[src/rtl/regfile_writer.sv]
// Write-side front end for the 32x32 register file: arbitrates ALU and memory
// writebacks onto one write port, buffers losing memory results, tracks pending loads.
module regfile_writer #(
  parameter int DEPTH = 4,
  parameter int XLEN  = 32
) (
  input  logic                       clk,
  input  logic                       rst_n,
  input  logic                       alu_we,
  input  logic [4:0]                 alu_rd,
  input  logic [XLEN-1:0]            alu_data,
  input  logic                       ld_issue,
  input  logic [4:0]                 ld_rd,
  input  logic                       mem_valid,
  input  logic [4:0]                 mem_rd,
  input  logic [XLEN-1:0]            mem_data,
  output logic                       mem_ready,
  input  logic [4:0]                 rs1,
  input  logic [4:0]                 rs2,
  input  logic [4:0]                 id_rd,
  output logic                       hazard,
  output logic                       RegWrite,
  output logic [4:0]                 rd,
  output logic [XLEN-1:0]            toReg,
  output logic [$clog2(DEPTH):0]     fifo_level
);

  localparam int AW = $clog2(DEPTH);
  localparam int LW = AW + 1;
  localparam logic [LW-1:0] FULL = LW'(DEPTH);

  logic [4:0]      fifo_rd_mem   [DEPTH];
  logic [XLEN-1:0] fifo_data_mem [DEPTH];
  logic [AW-1:0]   wr_ptr_reg, rd_ptr_reg;
  logic [LW-1:0]   level_reg;
  logic            out_is_mem_reg;
  logic [31:1]     busy_reg, busy_next;
  logic [31:0]     busy_vec;

  logic mem_accept, fifo_nonempty, sel_alu, sel_fifo, sel_bypass, enq, deq;

  // Ready depends on registered occupancy only, never on a same-cycle dequeue.
  assign mem_ready     = rst_n && (level_reg != FULL);
  assign mem_accept    = mem_valid && mem_ready;
  assign fifo_nonempty = (level_reg != '0);
  assign sel_alu       = alu_we && (alu_rd != 5'd0);
  assign sel_fifo      = !sel_alu && fifo_nonempty;
  assign sel_bypass    = !sel_alu && !fifo_nonempty && mem_accept && (mem_rd != 5'd0);
  assign enq           = mem_accept && (mem_rd != 5'd0) && !sel_bypass;
  assign deq           = sel_fifo;
  assign fifo_level    = level_reg;

  always_ff @(posedge clk) begin
    if (enq) begin
      fifo_rd_mem[wr_ptr_reg]   <= mem_rd;
      fifo_data_mem[wr_ptr_reg] <= mem_data;
    end
  end

  always_ff @(posedge clk or negedge rst_n) begin
    if (!rst_n) begin
      wr_ptr_reg <= '0;
      rd_ptr_reg <= '0;
      level_reg  <= '0;
    end else begin
      if (enq) wr_ptr_reg <= wr_ptr_reg + AW'(1);
      if (deq) rd_ptr_reg <= rd_ptr_reg + AW'(1);
      case ({enq, deq})
        2'b10:   level_reg <= level_reg + LW'(1);
        2'b01:   level_reg <= level_reg - LW'(1);
        default: level_reg <= level_reg;
      endcase
    end
  end

  always_ff @(posedge clk or negedge rst_n) begin
    if (!rst_n) begin
      RegWrite       <= 1'b0;
      rd             <= '0;
      toReg          <= '0;
      out_is_mem_reg <= 1'b0;
    end else begin
      out_is_mem_reg <= sel_fifo || sel_bypass;
      if (sel_alu) begin
        RegWrite <= 1'b1;
        rd       <= alu_rd;
        toReg    <= alu_data;
      end else if (sel_fifo) begin
        RegWrite <= 1'b1;
        rd       <= fifo_rd_mem[rd_ptr_reg];
        toReg    <= fifo_data_mem[rd_ptr_reg];
      end else if (sel_bypass) begin
        RegWrite <= 1'b1;
        rd       <= mem_rd;
        toReg    <= mem_data;
      end else begin
        RegWrite <= 1'b0;
      end
    end
  end

  // Busy clears on the edge the register file commits a memory value; a new load wins.
  genvar gi;
  generate
    for (gi = 1; gi < 32; gi++) begin : g_busy
      assign busy_next[gi] = (ld_issue && (ld_rd == 5'(gi))) ? 1'b1 :
                             (RegWrite && out_is_mem_reg && (rd == 5'(gi))) ? 1'b0 :
                             busy_reg[gi];
    end
  endgenerate

  always_ff @(posedge clk or negedge rst_n) begin
    if (!rst_n) busy_reg <= '0;
    else        busy_reg <= busy_next;
  end

  assign busy_vec = {busy_reg, 1'b0};
  assign hazard   = busy_vec[rs1] | busy_vec[rs2] | busy_vec[id_rd];

endmodule
[config.mk]
export PLATFORM = sky130hd
export DESIGN_NAME = regfile_writer
export DESIGN_NICKNAME = d
export VERILOG_FILES = /design/src/rtl/regfile_writer.sv
export SDC_FILE = /design/constraint.sdc
export NUM_CORES = 1
export LEC_CHECK = 0
export ABC_AREA = 1
export CAP_MARGIN = 30
export CORE_MARGIN = 3
export CORE_UTILIZATION = 45
export DETAILED_ROUTE_END_ITERATION = 10
export HOLD_SLACK_MARGIN = 0.12
export PLACE_DENSITY_LB_ADDON = 0.3
export SYNTH_ARGS = -nofsm -noshare
export SYNTH_HDL_FRONTEND = slang
export SYNTH_SLANG_ARGS = --single-unit
[constraint.sdc]
create_clock -name clk -period 9.5 [get_ports clk]
set_input_delay 2.375 -clock clk [delete_from_list [all_inputs] [get_ports clk]]
set_output_delay 2.375 -clock clk [all_outputs]
set_load 0.01 [all_outputs]
# == After elaboration in Yosys (flattened, before gate mapping) ==
# Memory sizes are Yosys's and may differ from the RTL's.
# Index checks and enable logic that the tools add are counted.
# op_classes
muxes,80
bitwise_logic,2
n_mul,0
add_sub_neg,4
n_reduce_logical,112
shift,0
div,0
order_cmp,3
n_eq_ne,65
# ops
op,count
5-bit == test (second input constant),32
32-bit 2-to-1 mux,3
5-bit by 4-bit == test with 1-bit output (second input constant),16
1-bit logical AND,72
1-bit 2-to-1 mux,70
2-bit nonzero test,32
5-bit by 3-bit == test with 1-bit output (second input constant),8
5-bit by 2-bit == test with 1-bit output (second input constant),4
5-bit by 6-bit < comparator with 1-bit output (second input constant),3
1-bit binary-select mux with 5-bit select,3
5-bit 2-to-1 mux,3
5-bit by 1-bit == test with 1-bit output (second input constant),2
5-bit nonzero test,2
3-bit case mux with 2 select lines,1
3-bit nonzero test,2
2-bit by 1-bit adder with 2-bit output (second input constant),2
3-bit by 1-bit adder with 3-bit output (second input constant),1
1-bit zero test,3
3-bit inequality test (second input constant),1
3-bit by 1-bit subtractor with 3-bit output (second input constant),1
2-bit by 1-bit == test with 1-bit output (second input constant),1
2-bit == test (second input constant),1
1-bit OR,2
1-bit logical OR,1
# totals
reg_bits,77
n_memories,2
inputBits,99
latchBits,0
wordCells,306
mem_bits_ro,0
output_inout_bits,43
ram_bits,148
# memory_table
name,words,width,read_ports,rd_ports_with_merged_regs,write_ports,line,source
fifo_data_mem,4,32,1,0,1,33,logic [XLEN-1:0] fifo_data_mem [DEPTH];
fifo_rd_mem,4,5,1,0,1,32,logic [4:0] fifo_rd_mem [DEPTH];

# == Longest topological paths before layout ==
# Gate-level depths: netlist of the first run.
# depth
word_depth,10
mapped_depth,14
ltp_nobuf,13

# == Worst setup path after synthesis of the first run ==
# Ideal clock, no wire load.
# synth_timing
path_type,input -> output
start,input rs2[0]
end,output hazard
slack_ps,3806
n_path_buf,2
t_arrival_ps,3319
path_stages,11
required_time_ps,7125
cell_sequence,buf_2 > inv_1 > buf_2 > nand2_1 > nand3_1 > nand3_1 > nand2_1 > nand2_1 > nand3_1 > nand2_1 > nand3_1
# synth_via
elab_chain_len,4
# synth_rtl
item,line,source
"start, declared",19,"input logic [4:0] rs2,"
1-bit binary-select mux with 5-bit select,118,assign hazard = busy_vec[rs1] | busy_vec[rs2] | busy_vec[id_rd];
1-bit 2-to-1 mux (implied by the code),118,
1-bit OR (2 in series),118,
"end, declared",21,"output logic hazard,"
# No other way between the ends. The select of a mux whose other input is x is not followed.

# == Worst setup path in the final report of the first run ==
# layout_timing
start,input id_rd[0]
end,output hazard
# layout_via
elab_chain_len,3
# layout_rtl
item,line,source
"start, declared",20,"input logic [4:0] id_rd,"
1-bit binary-select mux with 5-bit select,118,
1-bit 2-to-1 mux (implied by the code),118,
1-bit OR,118,
# No other way between the ends. The select of a mux whose other input is x is not followed.

==> metrics.md, run 1 <==
| Metric | Value |
|---|---|
| Final Max Tran Viols | `0` |
| Net Count, Synth | `1265` |
| CP cell instances | `clkdlybuf4s50_1, clkinv_1, nand2_1, nand3_1, nand3_1, nand3_1, nand3_1, nand2_1, nand3_1, clkdlybuf4s50_1` |
| Port Buf Inserts | `141` |
| Leakage component of the power | `5.17 nW` |
| Clock latency reported for the late side of the worst-skew pair | `510 ps` |
| Transition time of the tightest slew-check pin | `894 ps` |
| Synthesized area | `0.0105 mm^2` |
| Area growth from synthesis to layout | `22.3%` |
| Sequential element share of the synthesized area | `0.606` |
| Largest net degree at the start of global routing | `76` |
| Grt peak-use layer | `met2` |
| Arrival @ worst endpoint | `4950 ps` |
| Met2 GRT Util | `0.357` |
| Capturing element type of the critical path | `primary output` |
| DR vias | `8477` |
| H-tree Lvls | `1` |
| Crit start category | `primary input` |
| Commonest non-fill, non-tap cells in the layout | `406 x nand2_1, 148 x edfxtp_1, 140 x clkdlybuf4s50_1` |
| Max reg flops | `128` |
| Number of I/O pins | `142` |
| Worst path required time | `7130 ps` |
| Max Fanout on Critical Path | `23` |
| Die Outline Area | `0.0252 mm^2` |
| X dimension of the die | `159 um` |
| Power density over cell area | `276 mW/mm^2` |
| Cts hold-fix bufs | `0` |
| Minimum clock period | `7320 ps` |
| Power after layout | `3.55 mW` |
| Type of the tightest min-delay check | `flop to flop` |
| Leading register cell type out of synthesis | `edfxtp_1` |
| FF+latch count, synth | `225` |
| Crit path buf inv count | `3` |
| Total routing usage reported by global routing | `0.216` |
| 1st-pass router iterations | `7` |
| Proportion of register bits with asynchronous set or reset after synthesis | `0.342` |
| Unrepaired setup endpoints after global routing | `no` |
| Core Region | `0.0228 mm^2` |
| Share of Yosys cell area claimed by the top area cell type | `0.423` |
| Per-cell routed wire length | `17.3 um` |
| Sum of routed wire length over all layers | `27800 um` |
| Rel. slew slack | `0.403` |
| Count of buffers added by post-CTS timing repair for setup | `0` |
| Buffers from clock root to sink, at most | `3` |
| Number of remaining DRC errors | `0` |
| Leading cell type in the layout, fill and taps excluded | `nand2_1` |
| Slowest Stage Delay on Critical Path | `980 ps` |
| Count of distinct cell types in the synthesized netlist | `32` |
| Rows | `55` |
| Setup total negative slack | `0 ps` |
| Final weighted congestion of routability-driven global placement | `0.919` |
| Detailed router's first-iteration violation count | `834` |
| Clock tree sinks | `225` |
| YS warnings | `0` |
| Number of antenna violations at the first check in global routing | `1` |
| Initial standard-cell utilization of the core | `0.461` |
| Instance count after placement with tap cells included | `1569` |
| EDFF count, synth | `148` |
| Final-report hold violation count | `0` |
| Vertical die dimension | `159 um` |
| Slowest cell on crit path | `clkdlybuf4s50_1` |
| Cell accounting for the most synthesized area | `edfxtp_1` |
| Largest delay share family, worst path | `buffers and inverters` |
| Clock Tree Root | `clkbuf_16` |
| Number of instances resized during post-cts repair | `0` |
| Clock tree skew after final layout | `7.66 ps` |
| Detail-routed via count per cell | `5.26` |
| Synth area leaders | `edfxtp_1 42%, dfrtp_1 18%, nand2_1 15%` |
| Total inserted antenna cells | `0` |
| Average instance area after synthesis | `9.06 um^2` |
| TritonCTS clock tree | `built` |
| Hpwl dp | `17500 um` |
| Layout Cells excl Fill | `1611` |
| Fraction of met1 tracks used by global routing | `0.293` |
| Fraction of final layout cells sized beyond drive strength 1 | `0.0508` |
| Inserted Clock Buffers | `23` |
| Synthesized instance count | `1160` |
| Layout net count | `1386` |
| Clock transition time at the flip-flop clock pins of the worst setup and hold paths | `60 ps` |
| Max capacitance violation total | `0` |
| Result of the run | `finished clean` |
| First-pass GRT wire length | `44000 um` |
| Fraction of met3 tracks used by global routing | `0.0397` |
| Final-report setup violation count | `0` |
| Vias in the first global route | `8085` |
| Crit-path most repeated cell | `nand3_1` |
| Path type of the worst setup path | `primary input to primary output` |
| Final cycle utilization of the critical path | `0.771` |
| Peak supply drop | `150 uV` |
| Overall overflow remaining after global route | `0` |
| Residual antenna-violating net count after detailed routing | `0` |
| Achievable Freq | `137 MHz` |
-- final timing paths --
kind / start / end / slack, ps / depth (start not counted)
max in group asynchronous: rst_n / rd_ptr_reg[0] / 7070 / 2
max: id_rd[0] / hazard / 2180 / 10
min in group asynchronous: rst_n / busy_reg[30] / 1800 / 1
max reg2reg: fifo_level[0] / fifo_level[2] / 6280 / 11
min: toReg[4] / toReg[4] / 480 / 2
min reg2reg: toReg[4] / toReg[4] / 480 / 2
-- layer usage --
layer,wire [um],vias to the layer above
met1,11700,3988
met3,2190,47
met4,737,2
met5,13,-
li1,-,4110
met2,13200,330
-- report_power, final --
part	switching (mW)	internal [mW]
clock	0.358	0.498
sequential	0.181	1.27
combinational	0.766	0.474
total	1.31	2.25
-- logic make-up (layout without fill, tap and decap cells) --
logic type,Yosys count,after routing,share of synthesized area
XOR/XNOR,4,4,0.00333
buffers and inverters,117,255,0.0507
adder cells (fa/ha/maj),6,6,0.00786
AND/OR/NAND/NOR,652,652,0.251
AO/OA/AOI/OAI,156,156,0.0806
flip-flops,225,225,0.606
-- worst min-delay path, cell delays in order (launching register included) --
cell,delay (ps)
dfrtp_1,340
nand2_1,50
nand2_1,50
-- final cells by class --
class                      instances  area [um^2]
multi-input combinational        818         3640
sequential                       225         6370
fill                            2024         9920
inverter                          61          229
clock buffer                      33          643
tap                              313          392
clock inverter                     9         72.6
timing repair buffer             152         1510
-- synthesized netlist by cell type, types with 2 or more instances --
master and instances:
buf_1 2, buf_2 24, buf_4 3, buf_6 7
clkbuf_1 20, dfrtp_1 77, edfxtp_1 148, ha_1 5
inv_1 56, inv_2 4, nand2_1 406, nand3_1 114
nor2_1 121, nor2_2 2, o21ai_0 116, o22ai_1 36
or2_2 2, xnor2_1 2, xor2_1 2
-- through the flow --
stage                     utilization  hold WS, ps  instance area [um^2]  setup slack, ps
final                           0.564          476                 12900             2180
after global routing            0.564          501                 12900             1940
after CTS                       0.564          483                 12900             2200
after detailed placement        0.533          465                 12100             2220
after global placement          0.531          465                 12100             2250
after floorplan                     -          463                 10500             3810
Note: power is estimated with default switching activity, not from simulation.
==> run 2, diff against run 1 <==
- clock period: 9.5 -> 6.5 ns (I/O delays scaled with it)
==> run 2 against run 1 <==
Against the previous run:
- global-route usage up 0.30 points
- register-to-register slack worse by 2500 ps
- combinational power rose by 45%
- first-iteration DRC count grew 21%
- non-clock buffer count rose by 2
- hold slack improved by 2.6 ps
- flip-flop and latch count did not move
- critical path type unchanged
==> metrics.md, run 2 (synthesized netlist as in run 1, its figures left out) <==
| Metric | Value |
|---|---|
| Clock Tree Root | `clkbuf_16 (unchanged)` |
| Register share of total power | `0.404 (was 0.410)` |
| TritonCTS clock tree | `built (unchanged)` |
| Final worst slack | `920 ps (was 2180 ps)` |
| Clock tree sinks | `225 (unchanged)` |
| Final Max Tran Viols | `0 (unchanged)` |
| CP cell instances | `clkdlybuf4s50_1, inv_1, nand2_1, nand3_1, nand3_1, nand3_1, nand3_1, nand2_1, nand3_1, clkdlybuf4s50_1 (was clkdlybuf4s50_1, clkinv_1, nand2_1, nand3_1, nand3_1, nand3_1, nand3_1, nand2_1, nand3_1, clkdlybuf4s50_1)` |
| Arrival @ worst endpoint | `3960 ps (was 4950 ps)` |
| Inserted Clock Buffers | `23 (unchanged)` |
| H-tree Lvls | `1 (unchanged)` |
| Per-cell routed wire length | `17.1 um (was 17.3 um)` |
| Number of remaining DRC errors | `0 (unchanged)` |
| Clock tree skew after final layout | `18.7 ps (was 7.66 ps)` |
| Power density over cell area | `408 mW/mm^2 (was 276 mW/mm^2)` |
| Die Outline Area | `0.0252 mm^2 (unchanged)` |
| Layout net count | `1388 (was 1386)` |
| Slowest cell on crit path | `clkdlybuf4s50_1 (unchanged)` |
| Vertical die dimension | `159 um (unchanged)` |
| Crit-path most repeated cell | `nand3_1 (unchanged)` |
| Clock transition time at the flip-flop clock pins of the worst setup and hold paths | `60 ps (about the same)` |
| Detail-routed via count per cell | `5.24 (was 5.26)` |
| Rows | `55 (unchanged)` |
| Worst Setup Slack post-DPL | `938 ps (was 2220 ps)` |
| Instance count after placement with tap cells included | `1571 (was 1569)` |
| First-pass GRT wire length | `45100 um (was 44000 um)` |
| Sum of routed wire length over all layers | `27500 um (was 27800 um)` |
| Path type of the worst setup path | `primary input to primary output (unchanged)` |
| Final-report setup violation count | `0 (unchanged)` |
| Worst R2R Start | `fifo_level[0] (unchanged)` |
| Minimum clock period | `5580 ps` |
| Detailed router's first-iteration violation count | `1008 (was 834)` |
| Initial standard-cell utilization of the core | `0.461 (unchanged)` |
| Core Region | `0.0228 mm^2 (unchanged)` |
| Filler cell count | `2017 (was 2024)` |
| Seq. cell area | `0.00637 mm^2 (unchanged)` |
| Reg2reg setup slack | `3810 ps (was 6280 ps)` |
| Area growth from synthesis to layout | `22.7% (was 22.3%)` |
| Power after layout | `5.26 mW (was 3.55 mW)` |
| Largest delay share family, worst path | `buffers and inverters (unchanged)` |
| Unrepaired setup endpoints after global routing | `no (unchanged)` |
| Layout Cells excl Fill | `1613 (was 1611)` |
| Number of cell instances on the worst register-to-register path | `7 (was 11)` |
| Max reg flops | `128 (unchanged)` |
| Crit start category | `primary input (unchanged)` |
| Rel. slew slack | `0.428 (was 0.403)` |
| Fraction of final layout cells sized beyond drive strength 1 | `0.0523 (was 0.0508)` |
| Peak supply drop | `220 uV (was 150 uV)` |
| Worst Min Path Start | `toReg[22] (was toReg[4])` |
| Clock latency reported for the late side of the worst-skew pair | `530 ps (was 510 ps)` |
| Type of the tightest min-delay check | `flop to flop (unchanged)` |
| Clk network pwr share | `0.254 (was 0.241)` |
| Post-route cell area | `0.0129 mm^2 (about the same)` |
| Total routing usage reported by global routing | `0.219 (was 0.216)` |
| Leading cell type in the layout, fill and taps excluded | `nand2_1 (unchanged)` |
| Switching share of power | `0.367 (was 0.368)` |
| Capturing element type of the critical path | `primary output (unchanged)` |
| Setup total negative slack | `0 ps (unchanged)` |
| Placement Cell Area | `0.0121 mm^2 (about the same)` |
| Number of antenna violations at the first check in global routing | `1 (unchanged)` |
| Count of buffers added by post-CTS timing repair for setup | `0 (unchanged)` |
| Internal power consumption | `3.33 mW (was 2.25 mW)` |
| Commonest non-fill, non-tap cells in the layout | `406 x nand2_1, 148 x edfxtp_1, 140 x clkdlybuf4s50_1 (unchanged)` |
| Leakage component of the power | `5.19 nW (was 5.17 nW)` |
| Crit path buf inv count | `3 (unchanged)` |
| X dimension of the die | `159 um (unchanged)` |
| Result of the run | `finished clean (unchanged)` |
| Largest net degree at the start of global routing | `77 (was 76)` |
| 1st-pass router iterations | `5 (was 7)` |
| Residual antenna-violating net count after detailed routing | `0 (unchanged)` |
| Overall overflow remaining after global route | `0 (unchanged)` |
| Combinational power share | `0.342 (was 0.349)` |
| Final-report hold violation count | `0 (unchanged)` |
| Final cycle utilization of the critical path | `0.858` |
| Number of instances resized during post-cts repair | `0 (unchanged)` |
| Final weighted congestion of routability-driven global placement | `0.917 (was 0.919)` |
| Endpoint of the lowest-slack register-to-register path | `fifo_data_mem[1][5] (was fifo_level[2])` |
| Vias in the first global route | `8418 (was 8085)` |
| Switching power | `1.93 mW (was 1.31 mW)` |
| Combined area of the multi-input logic cells | `0.00364 mm^2 (unchanged)` |
| End point of the most critical hold path | `toReg[22] (was toReg[4])` |
| Fraction of the core area covered by cells at the end of the flow | `0.566 (was 0.564)` |
| Cts hold-fix bufs | `0 (unchanged)` |
| Number of I/O pins | `142 (unchanged)` |
| Max capacitance violation total | `0 (unchanged)` |
| Slowest Stage Delay on Critical Path | `830 ps (was 980 ps)` |
| Hpwl dp | `17400 um (was 17500 um)` |
| Buffers from clock root to sink, at most | `3 (unchanged)` |
| Total inserted antenna cells | `0 (unchanged)` |
| Max Fanout on Critical Path | `17 (was 23)` |
| Worst path required time | `4880 ps (was 7130 ps)` |
| Achievable Freq | `179 MHz` |
| Worst hold slack | `479 ps (was 476 ps)` |
| Transition time of the tightest slew-check pin | `858 ps (was 894 ps)` |
| Port Buf Inserts | `141 (unchanged)` |
| Depth of the worst hold-timing path | `2 (unchanged)` |
| DR vias | `8445 (was 8477)` |
-- run 2: cell types whose count changed in the layout (fill, tap and decap cells not counted), sizes merged --
cell / delta
clkbuf: -7
bufinv: +2
clkinv: +3
buf: +2
inv: +1
clkinvlp: +1
-- run 2: area by class of cell --
cell class                      count  area share
Sequential cell                   225       0.494
Clock inverter                     16      0.0135
Multi-Input combinational cell    818       0.282
Clock buffer                       26      0.0455
Inverter                           61      0.0177
Tap cell                          313      0.0304
Timing Repair Buffer              154       0.117
-- run 2: metal layers --
layer	global-route usage	wire [um]	share of wire	vias to the layer above
met5	0	13	0.00047	-
li1	-	-	-	4114
met1	0.299	11500	0.42	3954
met2	0.366	13500	0.49	314
met3	0.0318	1860	0.067	61
met4	0.0649	651	0.024	2
-- run 2: worst max path at each step --
stage	cells past startpoint	startpoint	to	slack [ps]
floorplan	9	alu_rd[4]	fifo_data_mem[0][0]	2160
global placement	10	rs2[0]	hazard	1030
detailed placement	10	rs2[0]	hazard	940
CTS	10	rs2[0]	hazard	940
global route	10	rs1[0]	hazard	720
finish	10	rs1[0]	hazard	920
-- run 2: worst register-to-register path, cell delays in order (launching register included) --
cell     delay [ps]
dfrtp_1         450
inv_1           140
a31oi_4         170
nand3_2         150
nor2_2          210
inv_1           230
nor2_4          650
buf_4           380
-- run 2: power by group through the flow --
stage / Clock [mW] / Combinational (mW) / Sequential (mW)
floorplan: 0 / 1.08 / 2.12
global placement: 0 / 1.78 / 2.15
detailed placement: 0 / 1.81 / 2.15
CTS: 1.36 / 1.82 / 2.12
global route: 1.42 / 2.04 / 2.16
finish: 1.33 / 1.80 / 2.13
